[src/rtl/avr109_loader.sv]
// AVR109 block-load initiator: streams an image ROM to a bootloader over a byte UART
// using A (address) / B..F (block) / E (exit) commands, checking each 0x0D acknowledge.
module avr109_loader #(
   parameter int IMAGE_BYTES    = 256,
   parameter int BLOCK_BYTES    = 128,
   parameter int TIMEOUT_CYCLES = 2400000
) (
   input  logic        clk,
   input  logic        rst,
   input  logic        start,
   output logic        busy,
   output logic        done,
   output logic        error,
   output logic [7:0]  tx_data,
   output logic        tx_valid,
   input  logic        tx_ready,
   input  logic [7:0]  rx_data,
   input  logic        rx_valid,
   output logic [15:0] img_addr,
   input  logic [7:0]  img_data
);

   localparam logic [15:0] IMG_LEN = 16'(IMAGE_BYTES);
   localparam logic [15:0] BLK_LEN = 16'(BLOCK_BYTES);
   localparam logic [31:0] TMO     = 32'(TIMEOUT_CYCLES);

   typedef enum logic [3:0] {
      S_IDLE, S_SEND_A, S_SEND_B, S_DATA_ADDR, S_DATA_WAIT,
      S_DATA_SEND, S_WAIT_ACK, S_SEND_E, S_DONE, S_ERR
   } state_t;

   state_t      state_q, next_q;
   logic [15:0] ofs_q, rem_q, img_addr_q;
   logic [1:0]  idx_q;
   logic [31:0] tmr_q;
   logic        busy_q, done_q, error_q, tx_valid_q;
   logic [7:0]  tx_data_q;

   logic [15:0] img_left, blk_len, ofs_d;
   logic [31:0] tmr_d;
   logic [7:0]  a_next, b_next;
   logic        tx_fire;

   assign img_left = IMG_LEN - ofs_q;
   assign blk_len  = (img_left < BLK_LEN) ? img_left : BLK_LEN;
   assign ofs_d    = ofs_q + 16'd1;
   assign tmr_d    = (tmr_q >= TMO) ? TMO : tmr_q + 32'd1;
   assign tx_fire  = tx_valid_q && tx_ready;

   // Byte that follows the one currently on tx_data within a header.
   always_comb begin
      a_next = 8'h00;
      b_next = 8'h00;
      case (idx_q)
         2'd0: begin a_next = {1'b0, ofs_q[15:9]}; b_next = blk_len[15:8]; end
         2'd1: begin a_next = ofs_q[8:1];          b_next = blk_len[7:0];  end
         2'd2: b_next = 8'h46;
         default: ;
      endcase
   end

   always_ff @(posedge clk or posedge rst) begin
      if (rst) begin
         state_q    <= S_IDLE;
         next_q     <= S_IDLE;
         ofs_q      <= '0;
         rem_q      <= '0;
         img_addr_q <= '0;
         idx_q      <= '0;
         tmr_q      <= '0;
         busy_q     <= 1'b0;
         done_q     <= 1'b0;
         error_q    <= 1'b0;
         tx_valid_q <= 1'b0;
         tx_data_q  <= 8'h00;
      end else begin
         case (state_q)
            S_IDLE, S_DONE, S_ERR: begin
               if (start) begin
                  done_q     <= 1'b0;
                  error_q    <= 1'b0;
                  busy_q     <= 1'b1;
                  ofs_q      <= '0;
                  idx_q      <= '0;
                  tx_valid_q <= 1'b1;
                  tx_data_q  <= 8'h41;
                  state_q    <= S_SEND_A;
               end
            end
            S_SEND_A: begin
               if (tx_fire) begin
                  if (idx_q == 2'd2) begin
                     tx_valid_q <= 1'b0;
                     tmr_q      <= '0;
                     next_q     <= S_SEND_B;
                     state_q    <= S_WAIT_ACK;
                  end else begin
                     idx_q     <= idx_q + 2'd1;
                     tx_data_q <= a_next;
                  end
               end
            end
            S_SEND_B: begin
               if (tx_fire) begin
                  if (idx_q == 2'd3) begin
                     tx_valid_q <= 1'b0;
                     rem_q      <= blk_len;
                     img_addr_q <= ofs_q;
                     state_q    <= S_DATA_ADDR;
                  end else begin
                     idx_q     <= idx_q + 2'd1;
                     tx_data_q <= b_next;
                  end
               end
            end
            // One idle cycle for the ROM to see the new address, then capture.
            S_DATA_ADDR: state_q <= S_DATA_WAIT;
            S_DATA_WAIT: begin
               tx_data_q  <= img_data;
               tx_valid_q <= 1'b1;
               state_q    <= S_DATA_SEND;
            end
            S_DATA_SEND: begin
               if (tx_fire) begin
                  ofs_q      <= ofs_d;
                  tx_valid_q <= 1'b0;
                  if (rem_q == 16'd1) begin
                     tmr_q   <= '0;
                     next_q  <= (ofs_d < IMG_LEN) ? S_SEND_A : S_SEND_E;
                     state_q <= S_WAIT_ACK;
                  end else begin
                     rem_q      <= rem_q - 16'd1;
                     img_addr_q <= ofs_d;
                     state_q    <= S_DATA_ADDR;
                  end
               end
            end
            S_SEND_E: begin
               if (tx_fire) begin
                  tx_valid_q <= 1'b0;
                  tmr_q      <= '0;
                  next_q     <= S_DONE;
                  state_q    <= S_WAIT_ACK;
               end
            end
            S_WAIT_ACK: begin
               if (rx_valid) begin
                  if (rx_data == 8'h0D) begin
                     idx_q   <= '0;
                     state_q <= next_q;
                     case (next_q)
                        S_SEND_A: begin tx_valid_q <= 1'b1; tx_data_q <= 8'h41; end
                        S_SEND_B: begin tx_valid_q <= 1'b1; tx_data_q <= 8'h42; end
                        S_SEND_E: begin tx_valid_q <= 1'b1; tx_data_q <= 8'h45; end
                        S_DONE:   begin done_q <= 1'b1; busy_q <= 1'b0; end
                        default: ;
                     endcase
                  end else begin
                     error_q <= 1'b1;
                     busy_q  <= 1'b0;
                     state_q <= S_ERR;
                  end
               end else if (tmr_d == TMO) begin
                  error_q <= 1'b1;
                  busy_q  <= 1'b0;
                  state_q <= S_ERR;
               end else begin
                  tmr_q <= tmr_d;
               end
            end
            default: state_q <= S_IDLE;
         endcase
      end
   end

   assign busy     = busy_q;
   assign done     = done_q;
   assign error    = error_q;
   assign tx_data  = tx_data_q;
   assign tx_valid = tx_valid_q;
   assign img_addr = img_addr_q;

endmodule
[config.mk]
export PLATFORM = sky130hd
export DESIGN_NAME = avr109_loader
export DESIGN_NICKNAME = d
export VERILOG_FILES = /design/src/rtl/avr109_loader.sv
export SDC_FILE = /design/constraint.sdc
export NUM_CORES = 1
export LEC_CHECK = 0
export BUFFER_PORTS_ARGS = -buffer_cell sky130_fd_sc_hd__buf_2
export CAP_MARGIN = 0
export CELL_PAD_IN_SITES_DETAIL_PLACEMENT = 1
export CELL_PAD_IN_SITES_GLOBAL_PLACEMENT = 1
export CORE_ASPECT_RATIO = 1.1
export CORE_MARGIN = 2
export CORE_UTILIZATION = 25
export DETAILED_ROUTE_END_ITERATION = 16
export HOLD_SLACK_MARGIN = 0.1
export PLACE_DENSITY = 0.58
export RECOVER_POWER = 25
export SLEW_MARGIN = 20
export SYNTH_ARGS = -nofsm -noshare
export SYNTH_HDL_FRONTEND = slang
export SYNTH_SLANG_ARGS = --single-unit
[constraint.sdc]
create_clock -name clk -period 9 [get_ports clk]
set_input_delay 0.9 -clock clk [delete_from_list [all_inputs] [get_ports clk]]
set_output_delay 0.9 -clock clk [all_outputs]
set_load 0.02 [all_outputs]
; Yosys cells after proc, flatten, opt, wreduce, memory -nomap -nowiden
; Cells that the tools add are included.
[op_classes]
add_sub_neg = 5
div_mod_pow = 0
bitwise = 0
mux = 85
reduce_logical = 25
shift = 0
n_eq_ne = 41
magnitude_cmp = 3
mul = 0
[op_table]
columns = operator, count
row1 = 32-bit 2-to-1 mux, 8
row2 = 16-bit 2-to-1 mux, 11
row3 = 32-bit one-hot mux with 4 select lines, 1
row4 = 16-bit one-hot mux with 2 select lines, 3
row5 = 4-bit 2-to-1 mux, 15
row6 = 8-bit 2-to-1 mux, 7
row7 = 8-bit one-hot mux with 3 select lines, 2
row8 = 8-bit one-hot mux with 5 select lines, 1
row9 = 32-bit by 1-bit adder with 32-bit output (second input constant), 1
row10 = 32-bit by 22-bit == test with 1-bit output (second input constant), 1
row11 = 32-bit by 22-bit greater-or-equal comparator with 1-bit output (second input constant), 1
row12 = 2-bit != test (second input constant), 16
row13 = 4-bit one-hot mux with 8 select lines, 1
row14 = 8-bit AND reduction, 3
row15 = 4-bit by 3-bit == test with 1-bit output (second input constant), 5
row16 = 1-bit 2-to-1 mux, 20
row17 = 16-bit by 1-bit adder with 16-bit output (second input constant), 1
row18 = 16-bit by 1-bit == test with 1-bit output (second input constant), 1
row19 = 16-bit by 8-bit less-than comparator with 1-bit output (second input constant), 1
row20 = 16-bit by 9-bit less-than comparator with 1-bit output (second input constant), 1
row21 = 8-bit one-hot mux with 2 select lines, 1
row22 = 16-bit by 1-bit subtractor with 16-bit output (second input constant), 1
row23 = 9-bit by 16-bit subtractor with 16-bit output (first input constant), 1
row24 = 2-bit 2-to-1 mux, 7
row25 = other kinds (32), 49
[totals]
latch_bits = 0
mem_bits_ro = 0
memories = 0
out_inout_bits = 28
elab_cells = 171
reg_bits = 102
mem_bits_rw = 0
in_bits = 21

; Logic depth before layout (Yosys ltp)
[logic_depth]
ltp_word = 7
depth_mapped = 11
depth_no_buf = 10

; Worst setup path after synthesis
; OpenSTA, ideal clock, no wires.
[synth_path]
kind = in2reg
from = input port rx_data[5]
to = register tx_data_q[4], in the netlist tx_data[4]
path_buffers = 1
t_arrival_ns = 2.768
cell_stages = 7
setup_ns = 0.104
t_required_ns = 8.896
path_slack_ns = 6.129
path_cell_list = nor4_1 nand4_1 a221o_1 a211o_1 or3_1 buf_2 o41ai_2
[synth_via]
elab_chain_cells = 3
[synth_lines]
columns = element, line
row1 = "start, declared", 17  ; input logic [7:0] rx_data,
row2 = 8-bit by 4-bit == test with 1-bit output, 148  ; if (rx_data == 8'h0D) begin
row3 = 2-bit != test (no source line), --
row4 = 9-bit AND reduction (no source line), --
row5 = "end signal, assigned", 99  ; tx_data_q <= a_next;
row6 = "end signal, assigned", 112  ; tx_data_q <= b_next;
row7 = "end signal, assigned", 119  ; tx_data_q <= img_data;
row8 = "end, declared", 37  ; logic [7:0] tx_data_q;
; No other way between the ends.
; A chain may end at the register's enable or synchronous reset.

; Worst setup path in the final report
[layout_path]
from = register state_q[0]
to = register tmr_q[15]
[layout_via]
elab_chain_cells = 3
word_cells_on_any_way = 14
classes_between = eq/ne: 11 / mux: 1 / reduce/logical: 2
[layout_lines]
columns = element, line
row1 = "start, declared", 32  ; state_t state_q, next_q;
row2 = "start signal, assigned", 150  ; state_q <= next_q;
row3 = 4-bit by 3-bit == test with 1-bit output or 4-bit by 1-bit == test with 1-bit output (tied branches), 77  ; case (state_q)
row4 = 4-bit nonzero test (no source line) or 2-bit != test (tied branches), --
row5 = 8-bit AND reduction (no source line), --
row6 = "end signal, assigned", 168  ; tmr_q <= tmr_d;
row7 = "end, declared", 35  ; logic [31:0] tmr_q;
; Several ways; a longest one is shown, not always the timed one.

==> qor.yml <==
yosys:
  synth_area_leaders: "dfrtp_1 (39%), nand2_1 (5.0%), nor2_1 (4.6%), o21ai_0 (4.3%), a21oi_1 (3.0%)"
  ys_seq_elements: 102
  avgSynthCellArea_um2: 8.35
  yosysTopAreaCell: "dfrtp_1"
  synth_area_um2: 6580
  yosys_most_used_dff: "dfrtp_1"
  async_flop_share_pct: 100
  yosys_warnings: 0
  yosysSeqAreaShare_pct: 38.8
  synth_nets: 820
  synthCells: 788
  synth_edf_count: 0
  synth_cell_type_count: 74
  yosysTopAreaCellShare_pct: 38.8
place:
  postPlaceCellArea_um2: 7100
  dp.cells: 1140
  place_congestion: 0.856
  dpl.hpwl_um: 15500
  io_buffers: 48
  post-place-ws_ns: 5.72
setup_path:
  cp.arrival_ns: 3.52
  cpPeakStageDelay_ns: 0.62
  endpoint_kind: "flop"
  crit_type: "flop to flop"
  cp-startpoint: "state_q[0]"
  r2r_cells: 9
  cp_data_required_time_ns: 9.25
  cp-start-kind: "flop"
  critPathMaxFanout: 32
  rrSetupSlack_ns: 5.73
  path_cells: "nor2b_1 > nand2_1 > buf_4 > clkinv_1 > buf_4 > a21oi_2 > nand2_1 > and2_1 > o22a_1"
  crit_end: "tmr_q[15]"
  r2r_start: "state_q[0]"
  timing.rr.end: "tmr_q[15]"
  critPathSlowestCell: "nand2_1"
route:
  first_pass_iters: 4
  vias: 5984
  routed_wl_um: 21200
  post_drt_via_cell_ratio: 5.18
  drt_iter0_markers: 299
  ant_nets: 0
  drc: 0
  post_drt_wl_per_cell_um: 18.4
layout:
  layout.cells.non_filler: 1156
  layout_common_cells: "dfrtp_1 (102), nand2_1 (87), nor2_1 (80), o21ai_0 (57), a21oi_1 (40)"
  fill_cells: 3093
  fin_nets: 831
  final_layout_size_suffix_gt1_share_pct: 8.83
  register_area_um2: 2550
  final_common_cell: "dfrtp_1"
  synthToLayoutAreaGrowth_pct: 11.9
  insertedDiodeCount: 0
  fin_area_um2: 7370
  multi_input_area_um2: 3710
worst_hold_path:
  hp-class: "flop to flop"
cts:
  cts_buffer_depth: 2
  post_cts_buffers: 0
  post_cts_resized: 0
  clock_sinks: 102
  h-tree-depth: 3
  hold_buffers: 0
  clk_latency_ns: 0.36
  cts_buffers: 9
  path_clk_slew_ns: 0.09
  root_buffer: "clkbuf_16"
  cts_tree: "built"
power_and_ir_drop:
  switching_power_mw: 0.870
  intPower_mw: 1.03
  p_clk_share_pct: 21.0
  leakage_nw: 3.02
  p_total_mw: 1.90
  combPwrFrac_pct: 44.2
  power_density_nw_per_um2: 257
  p_seq_share_pct: 34.8
  vdd_drop_max_v: 0.0000990
  sw_frac_of_total_pct: 45.9
global_route:
  overflow: 0
  antenna_found_initial: 0
  grt_pass1_vias: 6118
  grt_usage_pct: 15.8
  grt_pass1_wl_um: 34400
  grt_max_degree: 66
timing:
  fin_ws_ns: 5.73
  rsz0062_at_grt: "false"
  relSlewSlack_pct: -22.2
  setup-violations-final: 0
  min_period_ns: 3.27
  fmax_ghz: 0.306
  fin_skew_ns: 0.0185
  hold_viol_final: 0
  tns_ns: 0
  slew_viol_final: 39
  post-route-period-util_pct: 36.4
  worst_pin_slew_ns: 1.82
status:
  outcome: "complete, but fails checks"
  violations: "capacitance limit, slew limit"
floorplanning:
  start_util_pct: 25.3
  top_level_ports: 49
  core_um2: 26000
  fp.dieH_um: 174
  die_x_um: 159
  die_area_um2: 27600
  rows: 62
run:
  maxCapViolations: 1
## cell families (layout without fill, tap and decap cells)
family / Yosys count / after routing / synth area share (%)
xor+xnor: 35 / 35 / 4.66
flops: 102 / 102 / 38.8
buf+inv: 80 / 96 / 4.87
simple gates: 333 / 333 / 25.9
compound gates: 216 / 216 / 22.0
mux: 11 / 11 / 1.71
fa+ha+maj: 11 / 11 / 2.09
## layer usage
| layer | global-route usage (%) | routed length (µm) | vias to the layer above |
|---|---|---|---|
| met2 | 27.4 | 10700 | 66 |
| met3 | 2.22 | 484 | 22 |
| li1 | - | - | 2901 |
| met4 | 3.90 | 337 | 0 |
| met5 | 0 | 0 | - |
| met1 | 20.4 | 9730 | 2995 |
## synthesized netlist by cell type, types with 16 or more instances
library cell	n
a21oi_1	40
a31oi_1	18
and3_1	23
clkbuf_1	42
dfrtp_1	102
inv_1	22
nand2_1	87
nand3_1	23
nor2_1	80
nor3_1	24
nor4_1	18
o21ai_0	57
xnor2_1	19
xor2_1	16
## state kept, by name, indices dropped and copies added, names as in the netlist, 2 cells and up
| name | count |
|---|---|
| tmr_q | 32 |
| ofs_q | 16 |
| idx_q | 2 |
| next_q | 4 |
| tx_data | 8 |
| img_addr | 16 |
| state_q | 4 |
| rem_q | 16 |
## worst min-delay path by stage
stage	cells past startpoint	start	slack [ns]	to
2_1_floorplan	1	tmr_q[22]	0.48	tmr_q[22]
3_3_place_gp	2	img_addr[4]	0.46	img_addr[4]
3_5_place_dp	2	img_addr[4]	0.47	img_addr[4]
4_1_cts	2	img_addr[4]	0.49	img_addr[4]
5_1_grt	2	tx_data[3]	0.52	tx_data[3]
6_report	2	img_addr[4]	0.48	img_addr[4]
## layout make-up
class,instances,share of cell area [%]
inverters,23,1.19
multi-input cells,606,50.3
clock buffers,9,3.06
well taps,352,5.98
repair buffers,57,3.82
clock inverters,7,0.968
flip-flops and latches,102,34.7
## worst max-delay path: cells and delay by family (launching register included)
| family | cells | cell delay (ns) |
|---|---|---|
| AND/OR/NAND/NOR | 4 | 1.48 |
| flip-flops | 1 | 0.56 |
| buffers and inverters | 3 | 0.64 |
| AO/OA/AOI/OAI | 2 | 0.44 |
## power groups by stage
stage               logic, mW  clock network (mW)  registers [mW]
global placement        0.849                   0           0.668
finish                  0.838               0.399           0.659
global route            0.938               0.433           0.677
detailed placement      0.854                   0           0.668
floorplan               0.617                   0           0.647
CTS                     0.857               0.417           0.660
## metrics by stage
stage          utilization [%]  hold WS (ns)
6_report                  28.3         0.483
4_1_cts                   28.4         0.485
5_1_grt                   28.3         0.516
3_5_place_dp              27.3         0.465
2_1_floorplan                -         0.477
3_3_place_gp              27.3         0.465
Note: power is estimated with default switching activity, not from simulation.
